**src/rtl/pipe_stage_chain.sv**
```systemverilog
// Parametrised pipeline-register chain with per-stage flush, global stall and load-use hazard stall.
// Optional build macro PIPE_HAZARD_DETECT_EN enables hazard detection and the stall counter.
module pipe_stage_chain #(
  parameter int DATA_WIDTH     = 64,
  parameter int STAGES         = 3,
  parameter int REG_ADDR_WIDTH = 5
) (
  input  logic                      clk,
  input  logic                      reset,
  input  logic                      in_valid,
  input  logic [DATA_WIDTH-1:0]     in_data,
  input  logic [REG_ADDR_WIDTH-1:0] in_dst,
  input  logic                      in_dst_wr,
  input  logic                      in_load,
  input  logic [REG_ADDR_WIDTH-1:0] in_src1,
  input  logic [REG_ADDR_WIDTH-1:0] in_src2,
  input  logic                      stall_in,
  input  logic [STAGES-1:0]         flush_mask,
  output logic                      in_ready,
  output logic                      hazard,
  output logic [STAGES-1:0]         stage_valid,
  output logic                      out_valid,
  output logic [DATA_WIDTH-1:0]     out_data,
  output logic [REG_ADDR_WIDTH-1:0] out_dst,
  output logic                      out_dst_wr,
  output logic [31:0]               stall_count
);

  function automatic logic [31:0] satInc(input logic [31:0] v);
    return (v == 32'hFFFF_FFFF) ? v : v + 32'd1;
  endfunction

  logic [STAGES-1:0]         vldQ;
  logic [STAGES-1:0]         dstWrQ;
  logic [DATA_WIDTH-1:0]     dataQ [STAGES];
  logic [REG_ADDR_WIDTH-1:0] dstQ  [STAGES];
  logic                      hazardC;
  logic                      bubble0;

`ifdef PIPE_HAZARD_DETECT_EN
  logic [STAGES-1:0] loadQ;
  logic [31:0]       stallCnt;

  // Register 0 is hardwired to zero, so a load targeting it never creates a dependency.
  assign hazardC = in_valid & vldQ[0] & loadQ[0] & dstWrQ[0] & (dstQ[0] != '0)
                 & ((dstQ[0] == in_src1) | (dstQ[0] == in_src2));

  always_ff @(posedge clk or negedge reset) begin
    if (!reset) begin
      stallCnt <= '0;
    end else if (hazardC && !stall_in) begin
      stallCnt <= satInc(stallCnt);
    end
  end

  assign stall_count = stallCnt;
`else
  logic unusedHazardInputs;

  assign hazardC            = 1'b0;
  assign stall_count        = '0;
  assign unusedHazardInputs = ^{in_load, in_src1, in_src2, satInc(32'd0)};
`endif

  assign hazard   = hazardC;
  assign in_ready = ~stall_in & ~hazardC;
  // Stage 0 becomes a bubble on flush, or on advance with a hazard or an invalid input.
  assign bubble0  = flush_mask[0] | (~stall_in & (hazardC | ~in_valid));

  // stage 0: input capture
  always_ff @(posedge clk or negedge reset) begin
    if (!reset) begin
      vldQ[0]   <= 1'b0;
      dstWrQ[0] <= 1'b0;
      dataQ[0]  <= '0;
      dstQ[0]   <= '0;
`ifdef PIPE_HAZARD_DETECT_EN
      loadQ[0]  <= 1'b0;
`endif
    end else if (bubble0) begin
      vldQ[0]   <= 1'b0;
      dstWrQ[0] <= 1'b0;
      dataQ[0]  <= '0;
      dstQ[0]   <= '0;
`ifdef PIPE_HAZARD_DETECT_EN
      loadQ[0]  <= 1'b0;
`endif
    end else if (!stall_in) begin
      vldQ[0]   <= 1'b1;
      dstWrQ[0] <= in_dst_wr;
      dataQ[0]  <= in_data;
      dstQ[0]   <= in_dst;
`ifdef PIPE_HAZARD_DETECT_EN
      loadQ[0]  <= in_load;
`endif
    end
  end

  // stages 1..STAGES-1: shift from the previous stage
  always_ff @(posedge clk or negedge reset) begin
    if (!reset) begin
      for (int k = 1; k < STAGES; k++) begin
        vldQ[k]   <= 1'b0;
        dstWrQ[k] <= 1'b0;
        dataQ[k]  <= '0;
        dstQ[k]   <= '0;
`ifdef PIPE_HAZARD_DETECT_EN
        loadQ[k]  <= 1'b0;
`endif
      end
    end else begin
      for (int k = 1; k < STAGES; k++) begin
        if (flush_mask[k]) begin
          vldQ[k]   <= 1'b0;
          dstWrQ[k] <= 1'b0;
          dataQ[k]  <= '0;
          dstQ[k]   <= '0;
`ifdef PIPE_HAZARD_DETECT_EN
          loadQ[k]  <= 1'b0;
`endif
        end else if (!stall_in) begin
          vldQ[k]   <= vldQ[k-1];
          dstWrQ[k] <= dstWrQ[k-1];
          dataQ[k]  <= dataQ[k-1];
          dstQ[k]   <= dstQ[k-1];
`ifdef PIPE_HAZARD_DETECT_EN
          loadQ[k]  <= loadQ[k-1];
`endif
        end
      end
    end
  end

  assign stage_valid = vldQ;
  assign out_valid   = vldQ[STAGES-1];
  assign out_data    = dataQ[STAGES-1];
  assign out_dst     = dstQ[STAGES-1];
  assign out_dst_wr  = dstWrQ[STAGES-1];

endmodule

```
**config.mk**
```make
export PLATFORM = sky130hd
export DESIGN_NAME = pipe_stage_chain
export DESIGN_NICKNAME = d
export VERILOG_FILES = /design/src/rtl/pipe_stage_chain.sv
export SDC_FILE = /design/constraint.sdc
export NUM_CORES = 1
export LEC_CHECK = 0
export BUFFER_PORTS_ARGS = -buffer_cell sky130_fd_sc_hd__buf_2
export CAP_MARGIN = 10
export CORE_MARGIN = 2
export CORE_UTILIZATION = 38
export CTS_CLUSTER_DIAMETER = 120
export DETAILED_ROUTE_END_ITERATION = 10
export HOLD_SLACK_MARGIN = 0.05
export PLACE_DENSITY = 0.59
export SLEW_MARGIN = 20
export SYNTH_ARGS = -nofsm -noshare
export SYNTH_HDL_FRONTEND = slang
export SYNTH_SLANG_ARGS = --single-unit
```
**constraint.sdc**
```tcl
create_clock -name clk -period 1.6 [get_ports clk]
set_input_delay 0.48 -clock clk [delete_from_list [all_inputs] [get_ports clk]]
set_output_delay 0.48 -clock clk [all_outputs]
set_load 0.005 [all_outputs]
```
==> results of run 1 <==
timing repair:
action / CTS / global route
hold buffers: 1 / 0
endpoints found under the hold margin: 27 / 0
buffers inserted: 0 / 0
gates resized for setup: 0 / 0
worst max path at each step:
stage,from,endpoint
5_1_grt,stage_valid[0],stage_valid[0]
2_1_floorplan,stall_in,in_ready
3_5_place_dp,in_valid,dataQ[187]
4_1_cts,stage_valid[0],stage_valid[0]
3_3_place_gp,in_valid,dataQ[187]
6_report,stage_valid[0],stage_valid[0]
registers in the layout, indices dropped and copies added (netlist names):
name         cells
dstWrQ           2
out_dst_wr       1
out_dst          5
out_valid        1
dataQ          128
stage_valid      2
out_data        64
dstQ            10
kinds of logic after synthesis:
family | count (synthesis) | share of synthesized area (%)
and+or+nand+nor | 265 | 12.8
DFF | 213 | 55.6
buffers and inverters | 167 | 12.5
muxes | 143 | 14.9
AOI/OAI and AO/OA | 70 | 4.17
other | 1 | 0.0391
cell usage after synthesis:
master | count | area [sq um]
conb_1 | 1 | 3.75
nand3b_1 | 60 | 450
inv_1 | 1 | 3.75
nor2_1 | 143 | 537
a32o_1 | 10 | 100
dfrtp_1 | 213 | 5330
nand2_1 | 60 | 225
buf_6 | 23 | 259
buf_2 | 11 | 55.1
buf_1 | 5 | 18.8
clkinv_1 | 1 | 3.75
clkbuf_1 | 23 | 86.3
buf_4 | 103 | 773
nor2b_1 | 2 | 12.5
a21oi_1 | 60 | 300
mux2i_1 | 143 | 1430
power by group through the flow:
stage / clock (mW) / combinational [mW] / sequential, mW
final: 5.51 / 0.888 / 5.56
after global routing: 5.93 / 0.996 / 5.58
after CTS: 5.69 / 0.915 / 5.56
after detailed placement: 0 / 0.910 / 5.66
after global placement: 0 / 0.901 / 5.66
after floorplan: 0 / 0.597 / 5.65
layout make-up:
cell class / instances / area (sq um) / area share [%]
diodes: 1 / 2.50 / 0.0229
clock buffers: 35 / 713 / 6.52
clock inverters: 7 / 85.1 / 0.778
inverters: 2 / 7.51 / 0.0687
multi-input cells: 511 / 3180 / 29.1
flip-flops and latches: 213 / 5330 / 48.8
well taps: 330 / 413 / 3.78
repair buffers: 189 / 1200 / 11.0
per-layer routing:
layer / global-route usage, % / vias to the layer above / share of wire [%]
met5: 0 / - / 0.065
met4: 4.06 / 2 / 2.0
met3: 2.57 / 34 / 4.2
met2: 25.6 / 121 / 49
met1: 20.4 / 2961 / 44
li1: - / 2899 / -
metrics by stage:
stage               util [%]  hold WS, ps  worst slack, ps  total power [mW]  area (sq um)
floorplan                  -          184              170              6.24          9710
global placement        40.5          387             -112              6.56         10100
detailed placement      40.5          389             -114              6.57         10100
CTS                     43.8          202             11.2              12.2         10900
global route            43.8          204             1.89              12.5         10900
finish                  43.8          226             44.3              12.0         10900
==> impl_metrics.toml, run 1 <==
[run_status]
outcome = "finished, final reports clean"

[setup_path]
regToRegStartpoint = "stage_valid[1]"
path_buf_inv = 1
cp_max_fo = 3
r2r_slack_ps = 840
path_class = "flip-flop to primary output"
reg2reg_depth = 2
cp-end-kind = "primary output"
crit_family = "flip-flops"
crit_path_cell_trace = "buf_2"
cp_data_arrival_time_ps = 1080
setup.worst_path.start_class = "flip-flop"
crit_slowest_cell = "dfrtp_1"
slowest_delay_ps = 420
crit_required_ps = 1120
r2r_end = "out_valid"
path_depth = 1

[yosys]
ys_seq_area_share_pct = 55.6
ys_types = 16
ys_ff_latch = 213
syn_inst = 859
avgSynthCellArea_sq_um = 11.2
syn_area_sq_um = 9590
synth.yosys.warnings = 0

[floorplan]
fp.dieArea_sq_um = 26500
ioPinCount = 196
fp.dieH_um = 163
die_w_um = 163
core_sq_um = 25000
initial_core_util_pct = 38.4
row_count = 58

[clocking]
root_buffer = "clkbuf_16"
cts_tree = "yes"
cts.sinks = 213
clk_latency_ps = 500
htreeDepth = 1
path_clk_slew_ps = 60
cts_buffers = 24
cts_buffer_depth = 3

[drt]
firstDrtPassIters = 4
ant_nets = 0
vias = 6017
vias_per_cell = 4.67
drt_iter0_drc = 231
drc_errors = 0
postRouteWirelength_mm = 20.0
wl_per_cell_um = 15.5

[power]
p_int_mw = 9.26
p_per_area_nw_per_um2 = 1090
power.share.combinational_pct = 7.4
seq_power_share_pct = 46.5
leakage_nw = 5.68
p_clk_share_pct = 46.1
switching_share_pct = 22.6
switchingPower_mw = 2.71
peakVddDrop_mv = 0.591

[layout]
stdcell_count = 1288
mostFrequentLayoutCells = "213 x dfrtp_1, 149 x buf_2, 143 x mux2i_1, 143 x nor2_1"
fill_cells = 2425
area_growth_pct = 14.0
nets = 1029
drive_gt1_share_pct = 23.5
mostFrequentLayoutCell = "dfrtp_1"

[run]
drv_cap = 0

[timing]
clock_skew_ps = 6.06
fin_crit_sh_pct = 97.2
finalCriticalPeriod_ps = 1560
slew-limit-headroom_pct = 48.3
fin_tns_setup_ps = 0
setup_violations = 0
fmax_mhz = 643
slew_viol_final = 0
rsz0062_at_grt = "no"
tightest_slew_ps = 774
hold_violations = 0

[placement]
dp_hpwl_mm = 12.4
place_inst = 1244
place.gp.congestion = 0.711
port_buffers = 151

[grt]
grt_pass1_vias = 6017
antenna_found_initial = 3
grt_pass1_wl_mm = 32.5
grt_max_degree = 72
grtUsageTotal_pct = 15.2
gr-total-overflow = 0

[hold_path]
whs_endpoint = "dataQ[189]"
worstHoldPathCells = 2
hold_class = "primary input to flip-flop"
min_from = "in_data[61]"
Power figures use the tool's default switching activity.
==> run 2: changes to the inputs <==
--- a/constraint.sdc
+++ b/constraint.sdc
@@ -3,2 +3,2 @@
 set_output_delay 0.48 -clock clk [all_outputs]
-set_load 0.005 [all_outputs]
+set_load 0.02 [all_outputs]
==> impl_metrics.toml, run 2 (same netlist as run 1, synthesis figures left out) <==
[layout]
antenna_cells = 0
fin_area_sq_um = 10900
drive_gt1_share_pct = 23.6
fill_cells = 2402
largest_register_ffs = 128
nets = 1031
mostFrequentLayoutCell = "dfrtp_1"
top_register = "dataQ"
fin_util_pct = 43.8
area_growth_pct = 14.0
mostFrequentLayoutCells = "213 x dfrtp_1, 147 x buf_2, 143 x mux2i_1, 143 x nor2_1"

[placement]
dp_hpwl_mm = 12.4
dp_slack_ps = -73.4
place_area_sq_um = 10100
place.gp.congestion = 0.740
port_buffers = 151

[floorplan]
fp.dieH_um = 163
fp.dieArea_sq_um = 26500
die_w_um = 163
core_sq_um = 25000
ioPinCount = 196
row_count = 58
initial_core_util_pct = 38.4

[power]
leakage_nw = 5.68
p_clk_share_pct = 45.2
switchingPower_mw = 2.81
p_int_mw = 9.11
p_per_area_nw_per_um2 = 1090
power.share.combinational_pct = 8.1
seq_power_share_pct = 46.7
switching_share_pct = 23.6
peakVddDrop_mv = 0.535

[setup_path]
crit_family = "flip-flops"
cp_data_arrival_time_ps = 1070
cp-end-kind = "primary output"
setup.worst_path.start = "stage_valid[1]"
setup.worst_path.start_class = "flip-flop"
r2r_slack_ps = 770
path_buf_inv = 1
crit_required_ps = 1120
slowest_delay_ps = 420
crit_path_cell_trace = "buf_6"
cp_max_fo = 3
regToRegStartpoint = "out_valid"
path_class = "flip-flop to primary output"
crit_slowest_cell = "dfrtp_1"

[drt]
vias = 5982
postRouteWirelength_mm = 19.9
wl_per_cell_um = 15.5
drc_errors = 0
drt_iter0_drc = 265
ant_nets = 0
vias_per_cell = 4.64
firstDrtPassIters = 4

[clocking]
cts.sinks = 213
cts_tree = "yes"
cts_buffers = 24
clk_latency_ps = 510
path_clk_slew_ps = 60
root_buffer = "clkbuf_16"
cts_buffer_depth = 3
htreeDepth = 1

[hold_path]
min_from = "in_data[60]"
hold_class = "primary input to flip-flop"

[run]
drv_cap = 0

[timing]
rsz0062_at_grt = "yes"
fmax_mhz = 644
slew-limit-headroom_pct = 50.9
fin_crit_sh_pct = 97.0
finalCriticalPeriod_ps = 1550
layout_setup_ws_ps = 48.0
setup_violations = 0
fin_tns_setup_ps = 0
tightest_slew_ps = 735
clock_skew_ps = 5.49
hold_violations = 0
holdWs_ps = 225
slew_viol_final = 0

[grt]
grt_max_degree = 72
antenna_found_initial = 2
gr-total-overflow = 0
grtUsageTotal_pct = 14.9
grt_pass1_vias = 5819
grt_pass1_wl_mm = 32.1

[run_status]
outcome = "finished, final reports clean"
==> run 2: area by class of cell <==
class | instances | area [sq um] | area share [%]
Sequential cell | 213 | 5330 | 48.8
Timing Repair Buffer | 191 | 1220 | 11.2
Clock inverter | 7 | 60.1 | 0.549
Multi-Input combinational cell | 511 | 3180 | 29.1
Clock buffer | 36 | 717 | 6.56
Tap cell | 330 | 413 | 3.78
Inverter | 2 | 7.51 | 0.0687
==> run 2: power groups by stage <==
stage,combinational (mW),sequential (mW),clock (mW)
6_report,0.969,5.56,5.39
5_1_grt,1.07,5.58,5.80
3_5_place_dp,0.983,5.66,0
4_1_cts,0.990,5.57,5.54
3_3_place_gp,0.975,5.66,0
2_1_floorplan,0.671,5.65,0
==> run 2: per-stage QoR <==
| step | std cells | total power [mW] |
|---|---|---|
| floorplan | 891 | 6.32 |
| global placement | 1244 | 6.63 |
| detailed placement | 1244 | 6.65 |
| CTS | 1288 | 12.1 |
| global route | 1290 | 12.5 |
| finish | 1290 | 11.9 |
==> run 2: layer usage <==
metal / track usage, % / wire length [um] / vias to the layer above
met5: 0 / 13 / -
met4: 3.34 / 254 / 2
met3: 2.72 / 893 / 22
met2: 24.1 / 9610 / 103
met1: 21.0 / 9180 / 2953
li1: - / - / 2902
==> run 2: worst paths after layout <==
path	depth (start not counted)	endpoint
min in group asynchronous	2	out_data[26]
max	1	stage_valid[1]
min reg2reg	1	dataQ[189]
max in group asynchronous	3	dstQ[10]
max reg2reg	3	out_valid
min	2	dataQ[188]
==> run 2: repair_timing <==
| item | in CTS | in global routing |
|---|---|---|
| hold buffers | 1 | 0 |
| setup buffers | 0 | 2 |
| endpoints found under the setup margin | 2 | 4 |
| gates resized for setup | 3 | 0 |
| endpoints found under the hold margin | 32 | 0 |
==> run 3: changes to the inputs <==
--- a/config.mk
+++ b/config.mk
@@ -7,2 +7,3 @@
 export LEC_CHECK = 0
+export ABC_AREA = 1
 export BUFFER_PORTS_ARGS = -buffer_cell sky130_fd_sc_hd__buf_2
==> constraint.sdc (replaced) <==
create_clock -name clk -period 1.6 [get_ports clk]
set_input_delay 0.32 -clock clk [delete_from_list [all_inputs] [get_ports clk]]
set_output_delay 0.32 -clock clk [all_outputs]
set_load 0.02 [all_outputs]
==> impl_metrics.toml, run 3 <==
[layout]
fin_util_pct = 45.2
mostFrequentLayoutCell = "nand2_1"
largest_register_ffs = 128
fin_area_sq_um = 10900
top_register = "dataQ"
drive_gt1_share_pct = 18.5
nets = 1215
mostFrequentLayoutCells = "426 x nand2_1, 213 x dfrtp_1, 149 x buf_2, 143 x nand3_1, 70 x nand4_1"
area_growth_pct = 18.1

[clocking]
cts_buffers = 23
cts_tree = "yes"
postCtsSetupBuffers = 0
cts.sinks = 213
cts_hold_buf = 39
cts_resized = 0
htreeDepth = 1
clk_latency_ps = 510
path_clk_slew_ps = 60
root_buffer = "clkbuf_16"
cts_buffer_depth = 3

[placement]
place_area_sq_um = 9760
dp_hpwl_mm = 13.1
dp_slack_ps = 136
place.gp.congestion = 0.766
port_buffers = 151

[drt]
vias_per_cell = 4.72
drt_iter0_drc = 448
vias = 6916
wl_per_cell_um = 14.9
ant_nets = 0
drc_errors = 0
firstDrtPassIters = 7
postRouteWirelength_mm = 21.8

[floorplan]
die_w_um = 160
row_count = 57
ioPinCount = 196
fp.dieArea_sq_um = 25500
fp.dieH_um = 160
initial_core_util_pct = 38.3
core_sq_um = 24100

[timing]
hold_violations = 0
layout_setup_ws_ps = 194
clock_skew_ps = 5.29
fin_crit_sh_pct = 87.9
setup_violations = 0
fmax_mhz = 711
fin_tns_setup_ps = 0
holdWs_ps = 61.7
rsz0062_at_grt = "no"
slew_viol_final = 0
finalCriticalPeriod_ps = 1410

[setup_path]
cp_max_fo = 2
slowest_delay_ps = 400
path_buf_inv = 1
cp-end-kind = "primary output"
crit_family = "flip-flops"
cp_data_arrival_time_ps = 1090
crit_slowest_cell = "dfrtp_1"
path_class = "flip-flop to primary output"
setup.worst_path.start_class = "flip-flop"
crit_path_cell_trace = "buf_2"
crit_required_ps = 1280

[power]
peakVddDrop_mv = 0.704
p_per_area_nw_per_um2 = 1070
leakage_nw = 6.21

[yosys]
ys_seq_area_share_pct = 57.8
yosysTopAreaCellShare_pct = 57.8
synthArstFlopShare_pct = 100
syn_area_sq_um = 9220
avgSynthCellArea_sq_um = 8.90
synth_ff_type = "dfrtp_1"
syn_inst = 1036
ys_ff_latch = 213
synth.yosys.warnings = 0
synth_enable_flop_cells = 0
synth.area.top_cells = "dfrtp_1 58%, nand2_1 17%, buf_4 8.5%, nand3_1 7.8%, nand4_1 4.7%"
yosys.area.top_type = "dfrtp_1"
post-synth-top-count-cell = "nand2_1"
ys_types = 13
synth_commonest_cells = "426 x nand2_1, 213 x dfrtp_1, 143 x nand3_1"

[grt]
grtUsageTotal_pct = 17.1
grt_max_degree = 72
gr-total-overflow = 0
grt_pass1_vias = 6879
antenna_found_initial = 3
grt_pass1_wl_mm = 36.3

[run_status]
outcome = "finished, final reports clean"

[run]
drv_cap = 0

[hold_path]
hold_class = "primary input to flip-flop"
[run 3: cell types whose count changed after synthesis, moves of 10 or more]
cell      before  now
a21oi_1       60    0
a32o_1        10    0
buf_2         11   32
buf_6         23    0
mux2i_1      143    0
nand2_1       60  426
nand3_1        0  143
nand3b_1      60    0
nand4_1        0   70
nor2_1       143    0
[run 3: area by class of cell]
cell class	instances	area [sq um]
Antenna cell	2	5.00
Clock buffer	31	656
Clock inverter	6	72.6
Fill cell	2451	13200
Inverter	4	17.5
Multi-Input combinational cell	675	2910
Sequential cell	213	5330
Tap cell	324	405
Timing Repair Buffer	210	1500
[run 3: power breakdown]
part	total, mW	leakage, nW	switching (mW)	internal, mW
registers	5.57	2.94	0.0644	5.51
clock network	5.16	0.359	2.14	3.03
logic	0.925	2.91	0.627	0.298
total	11.7	6.21	2.83	8.83
[run 3: path summary, 6_finish.rpt]
kind,startpoint,cells after the start,to,slack [ps]
max,out_dst[4],1,out_dst[4],190
min,in_data[7],3,dataQ[135],60
max reg2reg,out_dst[4],2,out_dst[4],940
min reg2reg,dataQ[77],2,out_data[13],460
max in group asynchronous,reset,3,dataQ[79],750
min in group asynchronous,reset,2,out_dst[3],240
[run 3: through the flow]
stage | instances | power [mW]
after detailed placement | 1386 | 6.53
after floorplan | 1068 | 6.18
final | 1465 | 11.7
after CTS | 1462 | 11.8
after global routing | 1464 | 12.1
after global placement | 1386 | 6.53
[run 3: cell families after synthesis]
| kind of cell | synth area share [%] |
|---|---|
| AND/OR/NAND/NOR | 30.1 |
| other | 0.0407 |
| flip-flops | 57.8 |
| buffers and inverters | 12.1 |
[run 3: layer usage]
| layer | vias to the layer above | part of all wire (%) | global-route usage, % |
|---|---|---|---|
| met2 | 165 | 47 | 27.7 |
| met3 | 39 | 4.4 | 3.01 |
| met1 | 3292 | 46 | 23.8 |
| li1 | 3418 | - | - |
| met4 | 2 | 2.7 | 4.91 |
| met5 | - | 0.064 | 0 |
